`src/rtl/vp_instr_sequencer_if.sv`:
```
// vp_instr_sequencer_if
//   Groups the instruction-memory read port and the issue handshake of the
//   vp_instr_sequencer.
//   master (sequencer side): drives imem_addr, op_code, operand, op_valid;
//                            receives imem_data, op_ready.
//   slave  (memory/datapath side): the mirror image.
interface vp_instr_sequencer_if #(
  parameter int ADDR_W  = 8,
  parameter int INSTR_W = 16
);
  logic [ADDR_W-1:0]  imem_addr;
  logic [INSTR_W-1:0] imem_data;
  logic [2:0]         op_code;
  logic [INSTR_W-4:0] operand;
  logic               op_valid;
  logic               op_ready;

  modport master (
    output imem_addr, op_code, operand, op_valid,
    input  imem_data, op_ready
  );

  modport slave (
    input  imem_addr, op_code, operand, op_valid,
    output imem_data, op_ready
  );
endinterface

```
`src/rtl/vp_instr_sequencer.sv`:
```
// vp_instr_sequencer
//   Fetches instruction words from a synchronous (1-cycle latency) instruction
//   memory and issues their op_code/operand to the datapath over a valid/ready
//   handshake. NOP words are skipped, HALT or the last memory word ends the
//   program.
//   Ports:
//     clk, rst     : clock, asynchronous active-high reset
//     start        : one-cycle pulse, runs the program from address 0
//     abort        : returns to IDLE from any state, highest priority
//     bus (master) : imem_addr/imem_data read port, op_code/operand/op_valid/
//                    op_ready issue handshake
//     busy         : high in FETCH, DECODE, ISSUE
//     done         : high in DONE
//     instr_count  : instructions accepted since the last start
//
// state  | meaning
// -------+-----------------------------------------------------------
// IDLE   | waiting for start
// FETCH  | memory samples imem_addr = pc
// DECODE | imem_data valid; skip NOP, stop on HALT, else latch for issue
// ISSUE  | op_valid high, holding op_code/operand until op_ready
// DONE   | program finished; start re-runs from address 0
module vp_instr_sequencer #(
  parameter int ADDR_W  = 8,
  parameter int INSTR_W = 16
) (
  input  logic                clk,
  input  logic                rst,
  input  logic                start,
  input  logic                abort,
  vp_instr_sequencer_if.master bus,
  output logic                busy,
  output logic                done,
  output logic [ADDR_W:0]     instr_count
);

  typedef enum logic [2:0] {
    S_IDLE,
    S_FETCH,
    S_DECODE,
    S_ISSUE,
    S_DONE
  } state_t;

  localparam logic [2:0]        OP_NOP  = 3'b010;
  localparam logic [2:0]        OP_HALT = 3'b011;
  localparam logic [ADDR_W-1:0] PC_LAST = '1;
  localparam logic [ADDR_W-1:0] PC_ONE  = 1;
  localparam logic [ADDR_W:0]   CNT_ONE = 1;

  state_t             state;
  logic [ADDR_W-1:0]  pc;
  logic [2:0]         op_code_r;
  logic [INSTR_W-4:0] operand_r;
  logic               op_valid_r;
  logic [2:0]         dec_op;

  assign dec_op        = bus.imem_data[INSTR_W-1:INSTR_W-3];
  assign bus.imem_addr = pc;
  assign bus.op_code   = op_code_r;
  assign bus.operand   = operand_r;
  assign bus.op_valid  = op_valid_r;
  assign busy          = (state == S_FETCH) || (state == S_DECODE) || (state == S_ISSUE);

  always_ff @(posedge clk or posedge rst) begin
    if (rst) begin
      state       <= S_IDLE;
      pc          <= '0;
      op_code_r   <= OP_NOP;
      operand_r   <= '0;
      op_valid_r  <= 1'b0;
      done        <= 1'b0;
      instr_count <= '0;
    end else if (abort) begin
      // pc and instr_count are left as they were for post-mortem inspection
      state      <= S_IDLE;
      op_valid_r <= 1'b0;
      op_code_r  <= OP_NOP;
      done       <= 1'b0;
    end else begin
      case (state)
        S_IDLE, S_DONE: begin
          if (start) begin
            pc          <= '0;
            instr_count <= '0;
            done        <= 1'b0;
            state       <= S_FETCH;
          end
        end
        S_FETCH: state <= S_DECODE;
        S_DECODE: begin
          if (dec_op == OP_HALT) begin
            done  <= 1'b1;
            state <= S_DONE;
          end else if (dec_op == OP_NOP) begin
            if (pc == PC_LAST) begin
              done  <= 1'b1;
              state <= S_DONE;
            end else begin
              pc    <= pc + PC_ONE;
              state <= S_FETCH;
            end
          end else begin
            op_code_r  <= dec_op;
            operand_r  <= bus.imem_data[INSTR_W-4:0];
            op_valid_r <= 1'b1;
            state      <= S_ISSUE;
          end
        end
        S_ISSUE: begin
          if (bus.op_ready) begin
            instr_count <= instr_count + CNT_ONE;
            op_valid_r  <= 1'b0;
            op_code_r   <= OP_NOP;
            // last word ends the program instead of wrapping pc to 0
            if (pc == PC_LAST) begin
              done  <= 1'b1;
              state <= S_DONE;
            end else begin
              pc    <= pc + PC_ONE;
              state <= S_FETCH;
            end
          end
        end
        default: state <= S_IDLE;
      endcase
    end
  end

endmodule

```
`src/flat_wrapper.sv`:
```
// flat-port wrapper written by rule: the top's interface ports become plain ports
module vp_instr_sequencer_flat 
#(
  parameter int ADDR_W  = 8,
  parameter int INSTR_W = 16
)
  (clk, rst, start, abort, busy, done, instr_count, bus_imem_addr, bus_op_code, bus_operand, bus_op_valid, bus_imem_data, bus_op_ready);
  vp_instr_sequencer_if #(.ADDR_W(ADDR_W), .INSTR_W(INSTR_W)) bus_i ();
  input  logic clk;
  input  logic rst;
  input  logic start;
  input  logic abort;
  output logic busy;
  output logic done;
  output logic [ADDR_W:0] instr_count;
  output wire logic [$bits(bus_i.imem_addr)-1:0] bus_imem_addr;
  output wire logic [$bits(bus_i.op_code)-1:0] bus_op_code;
  output wire logic [$bits(bus_i.operand)-1:0] bus_operand;
  output wire logic [$bits(bus_i.op_valid)-1:0] bus_op_valid;
  input wire logic [$bits(bus_i.imem_data)-1:0] bus_imem_data;
  input wire logic [$bits(bus_i.op_ready)-1:0] bus_op_ready;
  assign bus_imem_addr = bus_i.imem_addr;
  assign bus_op_code = bus_i.op_code;
  assign bus_operand = bus_i.operand;
  assign bus_op_valid = bus_i.op_valid;
  assign bus_i.imem_data = bus_imem_data;
  assign bus_i.op_ready = bus_op_ready;
  vp_instr_sequencer #(.ADDR_W(ADDR_W), .INSTR_W(INSTR_W)) u_core (.clk(clk), .rst(rst), .start(start), .abort(abort), .bus(bus_i), .busy(busy), .done(done), .instr_count(instr_count));
endmodule
```
`config.mk`:
```
export PLATFORM = sky130hd
export DESIGN_NAME = vp_instr_sequencer_flat
export DESIGN_NICKNAME = d
export VERILOG_FILES = /design/src/rtl/vp_instr_sequencer_if.sv /design/src/rtl/vp_instr_sequencer.sv /design/src/flat_wrapper.sv
export SDC_FILE = /design/constraint.sdc
export NUM_CORES = 1
export LEC_CHECK = 0
export BUFFER_PORTS_ARGS = -buffer_cell sky130_fd_sc_hd__buf_2
export CAP_MARGIN = 15
export CELL_PAD_IN_SITES_DETAIL_PLACEMENT = 0
export CELL_PAD_IN_SITES_GLOBAL_PLACEMENT = 1
export CORE_MARGIN = 2
export CORE_UTILIZATION = 40
export DETAILED_ROUTE_END_ITERATION = 10
export HOLD_SLACK_MARGIN = 0.05
export PLACE_DENSITY = 0.82
export SKIP_CTS_REPAIR_TIMING = 1
export SLEW_MARGIN = 15
export SYNTH_ARGS = -nofsm -noshare
export SYNTH_HDL_FRONTEND = slang
export SYNTH_SLANG_ARGS = --single-unit
```
`constraint.sdc`:
```
create_clock -name clk -period 6 [get_ports clk]
set_input_delay 1.2 -clock clk [delete_from_list [all_inputs] [get_ports clk]]
set_output_delay 1.2 -clock clk [all_outputs]
set_load 0.05 [all_outputs]
```
==> out/metrics.yaml, run 1 <==
period_share: 0.451
dpl.cell_count: 309
vdd_drop_max_uv: 171
p_int_w: 0.000537
required_ps: 4800
synthFlopType: "dfrtp_1"
cp-end-kind: "primary output"
yosysSeqAreaShare: 0.488
gp_congestion: 0.833
wl_microns: 4420
cts_buffer_depth: 2
syn_to_final_growth_pct: 22.8
gr-usage-met1: 0.211
dr.pass1.iters: 4
path_class: "flip-flop to primary output"
cts_tree: "yes"
combinationalPowerShare: 0.404
p_leak_nw: 1.13
fp-row-count: 25
die_area_sq_mm: 0.00545
slew_violations: 0
clk_transition_reported_paths_ps: 80
initial_core_util: 0.413
dr.first_iter.drc_count: 50
die_w_microns: 73.8
pwr-share-seq: 0.366
crit_family: "flip-flops"
grt_first_pass_wirelength_microns: 6930
htree_num_levels: 2
synth.distinct_cells: 42
vias: 1676
fill_cells: 450
cp_slowest_cell: "dfrtp_1"
synthArstFlopShare: 1.00
min_path_type: "flip-flop to flip-flop"
crit_chain: "nor2_1 -> nor2_1 -> buf_2"
die_y_microns: 73.8
hold_slack_ps: 503
switching_power_w: 0.000416
final_nets: 272
utilization: 0.507
final_hold_viol_count: 0
ioPinCount: 57
grt_pass1_vias: 1485
critPathArrivalTime_ps: 1500
powerDensity_mw_per_mm2: 398
fin_crit_ps: 2700
route.detailed.drc: 0
hold_depth: 1
status: "complete, no violations"
reg2regPathDepth: 5
clock-root-buffer: "clkbuf_8"
grt_overflow: 0
max_freq_ghz: 0.370
setup_viol: 0
rsz0062_at_grt: "false"
critical_path_depth: 3
synth_edf_count: 0
max_cap_violations: 0
fp.coreArea_sq_mm: 0.00472
portBuffers: 56
top_usage_layer: "met2"
clkSinkCount: 38
synth.avg_cell_area_sq_um: 10.1
worst_slew_pin_slew_ps: 1050
yosysWarnings: 0
synth_nets: 216
layout_commonest_cell: "buf_2"
final_cell_mix: "buf_2 (56), dfrtp_1 (37), nor2_1 (21), o21ai_0 (17)"
path_buf_inv: 1
final_cells: 317
vias_per_cell: 5.29
grt_max_degree: 39
critPathMaxStageDelay_ps: 670
cp_common_cell: "nor2_1"
syn-cell-area_sq_mm: 0.00195
slew_headroom: 0.297
cp-start-kind: "flip-flop"
crit_fanout: 17
antenna_found_initial: 0
skew_ps: 4.13
cts_made_buffers: 5
r2r_setup_slack_ps: 3590
antennaDiodeCount: 0
drt-wirelength-per-cell_microns: 13.9
met3_usage: 0.0439
insertion_delay_ps: 290
layout-drive-gt1-share: 0.340
synthCells: 193
clkPwrFrac: 0.231
setup_tns_ps: 0
ant_nets: 0
use_met2: 0.276
ys_seq_elements: 38
dp_hpwl_microns: 3230
switching_share: 0.437
grt_usage: 0.167
==> Yosys cell counts, drive strengths merged (3+ instances only) <==
library cell / number / area share
buf: 3 / 0.011
mux2: 14 / 0.081
nand2b: 3 / 0.0096
nand2: 14 / 0.027
nor2: 21 / 0.040
or3: 4 / 0.013
a21oi: 9 / 0.023
o31ai: 3 / 0.012
o21ai: 17 / 0.044
a31oi: 3 / 0.0096
dfrtp: 37 / 0.47
nand3: 12 / 0.037
a2111oi: 3 / 0.013
clkbuf: 5 / 0.0096
nor3: 4 / 0.010
xnor2: 3 / 0.013
nor2b: 4 / 0.013
inv: 4 / 0.0077
nand4: 3 / 0.0096
==> worst register-to-register path, stage by stage (launching register included) <==
cell and delay [ps]:
dfrtp_1 540, nand2b_1 200, nor2_1 160, nand2_1 150, nor2_1 820, mux2_2 430
==> cell families after synthesis <==
kind of cell             Yosys count  synth area share
AND/OR/NAND/NOR                   77             0.212
AO/OA/AOI/OAI                     45             0.155
flip-flops                        38             0.488
multiplexers                      14            0.0808
buffers and inverters             12            0.0282
XOR/XNOR                           5            0.0225
adder cells (fa/ha/maj)            2            0.0128
==> per-stage QoR <==
step           instance area (sq um)  total power, W  setup WS [ps]
5_1_grt                         2400         0.00101           3150
3_3_place_gp                    2280        0.000736           3080
3_5_place_dp                    2280        0.000742           3010
4_1_cts                         2400        0.000965           3290
6_report                        2400        0.000953           3300
2_1_floorplan                   1950        0.000656           3400
==> path summary, 6_finish.rpt <==
path	startpoint	to
min reg2reg	u_core.bus.operand[7]$_DFFE_PP0P_	u_core.bus.operand[7]$_DFFE_PP0P_
max	u_core.state[0]$_DFFE_PP0P_	busy
min	u_core.bus.operand[7]$_DFFE_PP0P_	u_core.bus.operand[7]$_DFFE_PP0P_
min in group asynchronous	rst	u_core.bus.imem_addr[2]$_DFFE_PP0P_
max in group asynchronous	rst	u_core.bus.op_code[1]$_DFFE_PP1P_
max reg2reg	u_core.state[1]$_DFFE_PP0P_	u_core.bus.operand[8]$_DFFE_PP0P_
==> power by group through the flow <==
stage	sequential [W]	combinational [W]	clock (W)
2_1_floorplan	0.000514	0.000143	0
3_3_place_gp	0.000353	0.000384	0
3_5_place_dp	0.000355	0.000388	0
4_1_cts	0.000349	0.000388	0.000227
5_1_grt	0.000358	0.000411	0.000237
6_report	0.000348	0.000385	0.000220
==> sequential cells by signal, indices dropped and copies added, names as in the netlist <==
| signal | cells |
|---|---|
| u_core.done | 1 |
| u_core.bus.imem_addr | 8 |
| u_core.bus.op_code | 3 |
| u_core.instr_count | 9 |
| u_core.bus.op_valid | 1 |
| u_core.state | 3 |
| u_core.bus.operand | 13 |
==> area by class of cell <==
| cell class | instances | area (sq um) | area share |
|---|---|---|---|
| Tap cell | 67 | 83.8 | 0.0350 |
| Inverter | 4 | 15.0 | 0.00627 |
| Clock buffer | 5 | 68.8 | 0.0287 |
| Clock inverter | 3 | 45.0 | 0.0188 |
| Multi-Input combinational cell | 143 | 943 | 0.394 |
| Timing Repair Buffer | 57 | 288 | 0.120 |
| Sequential cell | 38 | 952 | 0.397 |
==> layer usage <==
metal  wire length (microns)  vias to the layer above
met3                     222                        4
met4                      41                        0
met1                    1950                      821
met5                       0                        -
met2                    2210                       37
li1                        -                      814
No activity file was read; power rests on OpenSTA's default activity.
==> inputs of run 2 (changes only) <==
CORE_UTILIZATION = 39   (was 40)
PLACE_DENSITY = 0.8   (was 0.82)
clock period = 2.7 ns   (was 6 ns; I/O delays follow)
==> run 2 against run 1 <==
Power increased by 130%. Core utilization grew 0.41 points. Critical path type is now flip-flop to flip-flop. Clock power rose to 2.7 times the previous value. Final area is 2.1% higher. Wire length rose by 3.3%. Clock skew decreased by 0.88 ps. Critical endpoint is now u_core.instr_count[8]$_DFFE_PP0P_. Highest routed layer unchanged. Final cell count grew 0.95%.
==> out/metrics.yaml, run 2 (synthesis results as in run 1) <==
status: "complete, no violations"
syn_to_final_growth_pct: 25.5
dp_hpwl_microns: 3310
clock-root-buffer: "clkbuf_8"
multi_input_area_sq_um: 943
max_freq_ghz: 0.498
combinationalPowerShare: 0.394
final_cells: 320
dr.pass1.iters: 5
die_area_sq_mm: 0.00558
setup_slack_ps: 693
layout-drive-gt1-share: 0.348
dpl-instance-area_sq_mm: 0.00230
grt_first_pass_wirelength_microns: 7680
cp_slowest_cell: "a2111oi_0"
path_class: "flip-flop to flip-flop"
setup_viol: 0
r2r-end: "u_core.instr_count[8]$_DFFE_PP0P_"
cp-end-kind: "flip-flop"
largest_register_ffs: 13
final_nets: 275
critPathMaxStageDelay_ps: 640
layout_commonest_cell: "buf_2"
rsz0062_at_grt: "false"
ant_nets: 0
setup_tns_ps: 0
wl_microns: 4560
htree_num_levels: 2
slew_violations: 0
pwr-share-seq: 0.342
vdd_drop_max_uv: 577
fin_crit_ps: 2010
switching_share: 0.408
cts_tree: "yes"
route.detailed.drc: 0
critPathArrivalTime_ps: 2150
min_path_type: "input pin to async pin"
period_share: 0.743
final_hold_viol_count: 0
final_cell_mix: "buf_2 (56), dfrtp_1 (37), nor2_1 (21), o21ai_0 (17)"
r2r_start: "u_core.state[1]$_DFFE_PP0P_"
ioPinCount: 57
cts_made_buffers: 5
path_buf_inv: 0
grt_usage: 0.181
gp_congestion: 0.833
portBuffers: 56
crit_fanout: 10
fp.coreArea_sq_mm: 0.00479
cp-start-kind: "flip-flop"
dr.first_iter.drc_count: 158
clkPwrFrac: 0.264
cp_common_cell: "nor2_1"
max_cap_violations: 0
clk_transition_reported_paths_ps: 70
grt_max_degree: 39
die_w_microns: 74.7
reg2regPathDepth: 5
worst_slew_pin_slew_ps: 657
dp_slack_ps: 533
ff_latch_area_sq_um: 952
fp-row-count: 25
required_ps: 2840
utilization: 0.511
die_y_microns: 74.7
crit_chain: "nor2_1 -> nand2_1 -> a2111oi_0 -> xnor2_1 -> nor2_1"
antennaDiodeCount: 0
cts_buffer_depth: 2
grt_pass1_vias: 1568
insertion_delay_ps: 280
fin_area_sq_mm: 0.00245
p_leak_nw: 1.17
initial_core_util: 0.408
skew_ps: 3.25
fill_cells: 458
vias_per_cell: 5.21
vias: 1667
crit_family: "compound AO/OA/AOI/OAI gates"
dpl.cell_count: 312
switching_power_w: 0.000910
antenna_found_initial: 0
powerDensity_mw_per_mm2: 912
drt-wirelength-per-cell_microns: 14.3
slew_headroom: 0.561
grt_overflow: 0
r2r_setup_slack_ps: 690
p_int_w: 0.00132
clkSinkCount: 38
run 2: cell type report:
cell class / instances / share of cell area
sequential: 38 / 0.389
clock inverter: 2 / 0.0245
multi-input combinational: 143 / 0.385
tap: 67 / 0.0343
clock buffer: 6 / 0.0337
inverter: 4 / 0.00613
timing repair buffer: 60 / 0.127
run 2: power groups by stage:
stage | clock network, W | registers [W] | logic (W)
2_1_floorplan | 0 | 0.00114 | 0.000317
3_3_place_gp | 0 | 0.000769 | 0.000878
3_5_place_dp | 0 | 0.000773 | 0.000886
4_1_cts | 0.000605 | 0.000766 | 0.000886
5_1_grt | 0.000635 | 0.000784 | 0.000937
6_report | 0.000589 | 0.000764 | 0.000879
run 2: how the worst max path moves through the flow:
stage                                                      to                        start  cells past startpoint
after global placement    u_core.bus.imem_addr[3]$_DFFE_PP0P_            bus_imem_data[13]                      6
after CTS                 u_core.bus.imem_addr[3]$_DFFE_PP0P_  u_core.state[0]$_DFFE_PP0P_                      5
after global routing        u_core.instr_count[8]$_DFFE_PP0P_  u_core.state[1]$_DFFE_PP0P_                      5
after detailed placement  u_core.bus.imem_addr[3]$_DFFE_PP0P_            bus_imem_data[13]                      6
final                       u_core.instr_count[8]$_DFFE_PP0P_  u_core.state[1]$_DFFE_PP0P_                      5
after floorplan           u_core.bus.imem_addr[3]$_DFFE_PP0P_            bus_imem_data[13]                      5
run 2: through the flow:
step / power [W] / hold WS [ps]
after floorplan: 0.00146 / 659
after global placement: 0.00165 / 484
after global routing: 0.00235 / 409
final: 0.00223 / 353
after detailed placement: 0.00166 / 490
after CTS: 0.00226 / 372
run 2: tightest hold or removal path: cells and delay by family:
kind     cells  cell delay [ps]
buf+inv      3              540
run 2: metal layers:
metal	wire length (microns)	GRT usage	up-vias
li1	-	-	820
met4	41	0.0595	0
met2	1990	0.236	54
met5	0	0	-
met1	2210	0.280	788
met3	320	0.0616	5
==> inputs of run 3 (changes only) <==
CORE_UTILIZATION = 35   (was 39)
PLACE_DENSITY = 0.76   (was 0.8)
clock period = 1.8 ns   (was 2.7 ns; I/O delays follow)
==> run 3 against run 2 <==
The flow now finishes with violations (setup timing). Clock power grew 51%. Setup slack worse by 740 ps. Critical path depth stayed put. Non-clock buffer count up 28. Final area rose by 11%. Count of clock-buffer cells in the layout down 1. First-iteration DRC count is 58% lower. Fmax grew 8.4%. Global-route usage shrank 0.94 points. Wire length up 11%. Worst hold slack lost 270 ps. Flip-flop and latch count unchanged.
==> out/metrics.yaml, run 3 (synthesis results as in run 1) <==
cts_tree: "yes"
antenna_found_initial: 0
required_ps: 2030
setup_slack_ps: -50.6
htree_num_levels: 2
grt_max_degree: 22
cts_made_buffers: 5
fin_crit_ps: 1850
p_leak_nw: 1.31
vias_per_cell: 5.19
grt_pass1_vias: 1713
initial_core_util: 0.359
path_class: "flip-flop to flip-flop"
dp_hpwl_microns: 3660
clock-root-buffer: "clkbuf_8"
dr.pass1.iters: 4
vdd_drop_max_uv: 838
fill_cells: 522
grt_usage: 0.172
dr.first_iter.drc_count: 66
clk_transition_reported_paths_ps: 80
largest_register_ffs: 13
dpl.cell_count: 342
ant_nets: 0
max_cap_violations: 0
skew_ps: 7.68
die_w_microns: 78.7
setup_viol: 5
period_share: 1.03
status: "complete, but fails checks"
fp-row-count: 27
final_hold_viol_count: 0
ioPinCount: 57
cp-end-kind: "flip-flop"
final_nets: 303
insertion_delay_ps: 300
fp.coreArea_sq_mm: 0.00544
grt_first_pass_wirelength_microns: 8220
antennaDiodeCount: 0
dp_slack_ps: -108
syn_to_final_growth_pct: 39.2
rsz0062_at_grt: "true"
final_cell_mix: "buf_2 (56), dfrtp_1 (35), buf_4 (29), nor2_1 (19), o21ai_0 (16)"
wl_microns: 5060
gp_congestion: 0.816
final_cells: 353
crit_fanout: 6
max_freq_ghz: 0.540
worst_slew_pin_slew_ps: 495
layout-drive-gt1-share: 0.452
clkSinkCount: 38
violations: "setup timing"
die_y_microns: 78.7
layout_commonest_cell: "buf_2"
slew_headroom: 0.669
min_path_type: "input pin to async pin"
cts_buffer_depth: 2
cp-start-kind: "flip-flop"
drt-wirelength-per-cell_microns: 14.3
die_area_sq_mm: 0.00619
route.detailed.drc: 0
setup_tns_ps: -103
slew_violations: 0
critPathArrivalTime_ps: 2080
portBuffers: 56
powerDensity_mw_per_mm2: 1310
vias: 1832
grt_overflow: 0
run 3: cell types whose count changed in the layout (fill, tap and decap cells not counted), sizes merged:
cell / previous run / this run
buf: 60 / 87
clkinv: 0 / 1
run 3: layout make-up:
cell class              count  area, sq um  share of cell area
repair buffers             88          528               0.194
clock inverters             3         68.8              0.0253
clock buffers               5         68.8              0.0253
flip-flops and latches     38          955               0.352
inverters                   4         15.0             0.00553
well taps                  72         90.1              0.0332
multi-input cells         143          990               0.365
run 3: critical path, stage by stage, from the launching register on:
cell      delay [ps]
dfrtp_1          420
or4b_4           530
o221ai_4         240
nand3_4          120
or3_4            350
a21oi_2          130
run 3: final timing paths:
path | from | end | slack, ps | cells after the start
min in group clk | bus_imem_data[0] | u_core.bus.operand[0]$_DFFE_PP0P_ | 300 | 2
max in group asynchronous | rst | u_core.bus.op_code[1]$_DFFE_PP1P_ | 1390 | 3
min reg2reg | u_core.bus.operand[9]$_DFFE_PP0P_ | u_core.bus.operand[9]$_DFFE_PP0P_ | 510 | 1
max | u_core.state[0]$_DFFE_PP0P_ | u_core.bus.imem_addr[6]$_DFFE_PP0P_ | -50 | 5
max reg2reg | u_core.state[0]$_DFFE_PP0P_ | u_core.bus.imem_addr[6]$_DFFE_PP0P_ | -50 | 5
min | rst | u_core.instr_count[7]$_DFFE_PP0P_ | 80 | 3
run 3: stage by stage:
step	hold WS [ps]	power, W	util	area, sq um
2_1_floorplan	491	0.00219	-	1950
3_5_place_dp	415	0.00262	0.460	2500
3_3_place_gp	399	0.00261	0.460	2500
6_report	83.0	0.00355	0.499	2720
5_1_grt	115	0.00373	0.499	2720
4_1_cts	87.7	0.00351	0.485	2640
run 3: per-layer routing:
metal,wire length [microns],share of wire,up-vias,track usage
li1,-,-,881,-
met1,2410,0.48,890,0.227
met2,2310,0.46,54,0.270
met3,266,0.053,7,0.0425
met4,73,0.014,0,0.0684
met5,0,0,-,0
run 3: where the power goes:
group | internal, W | total (W) | leakage, nW | switching [W]
logic | 0.000503 | 0.00153 | 0.740 | 0.00103
registers | 0.00103 | 0.00112 | 0.501 | 0.0000938
clock network | 0.000556 | 0.000891 | 0.0683 | 0.000335
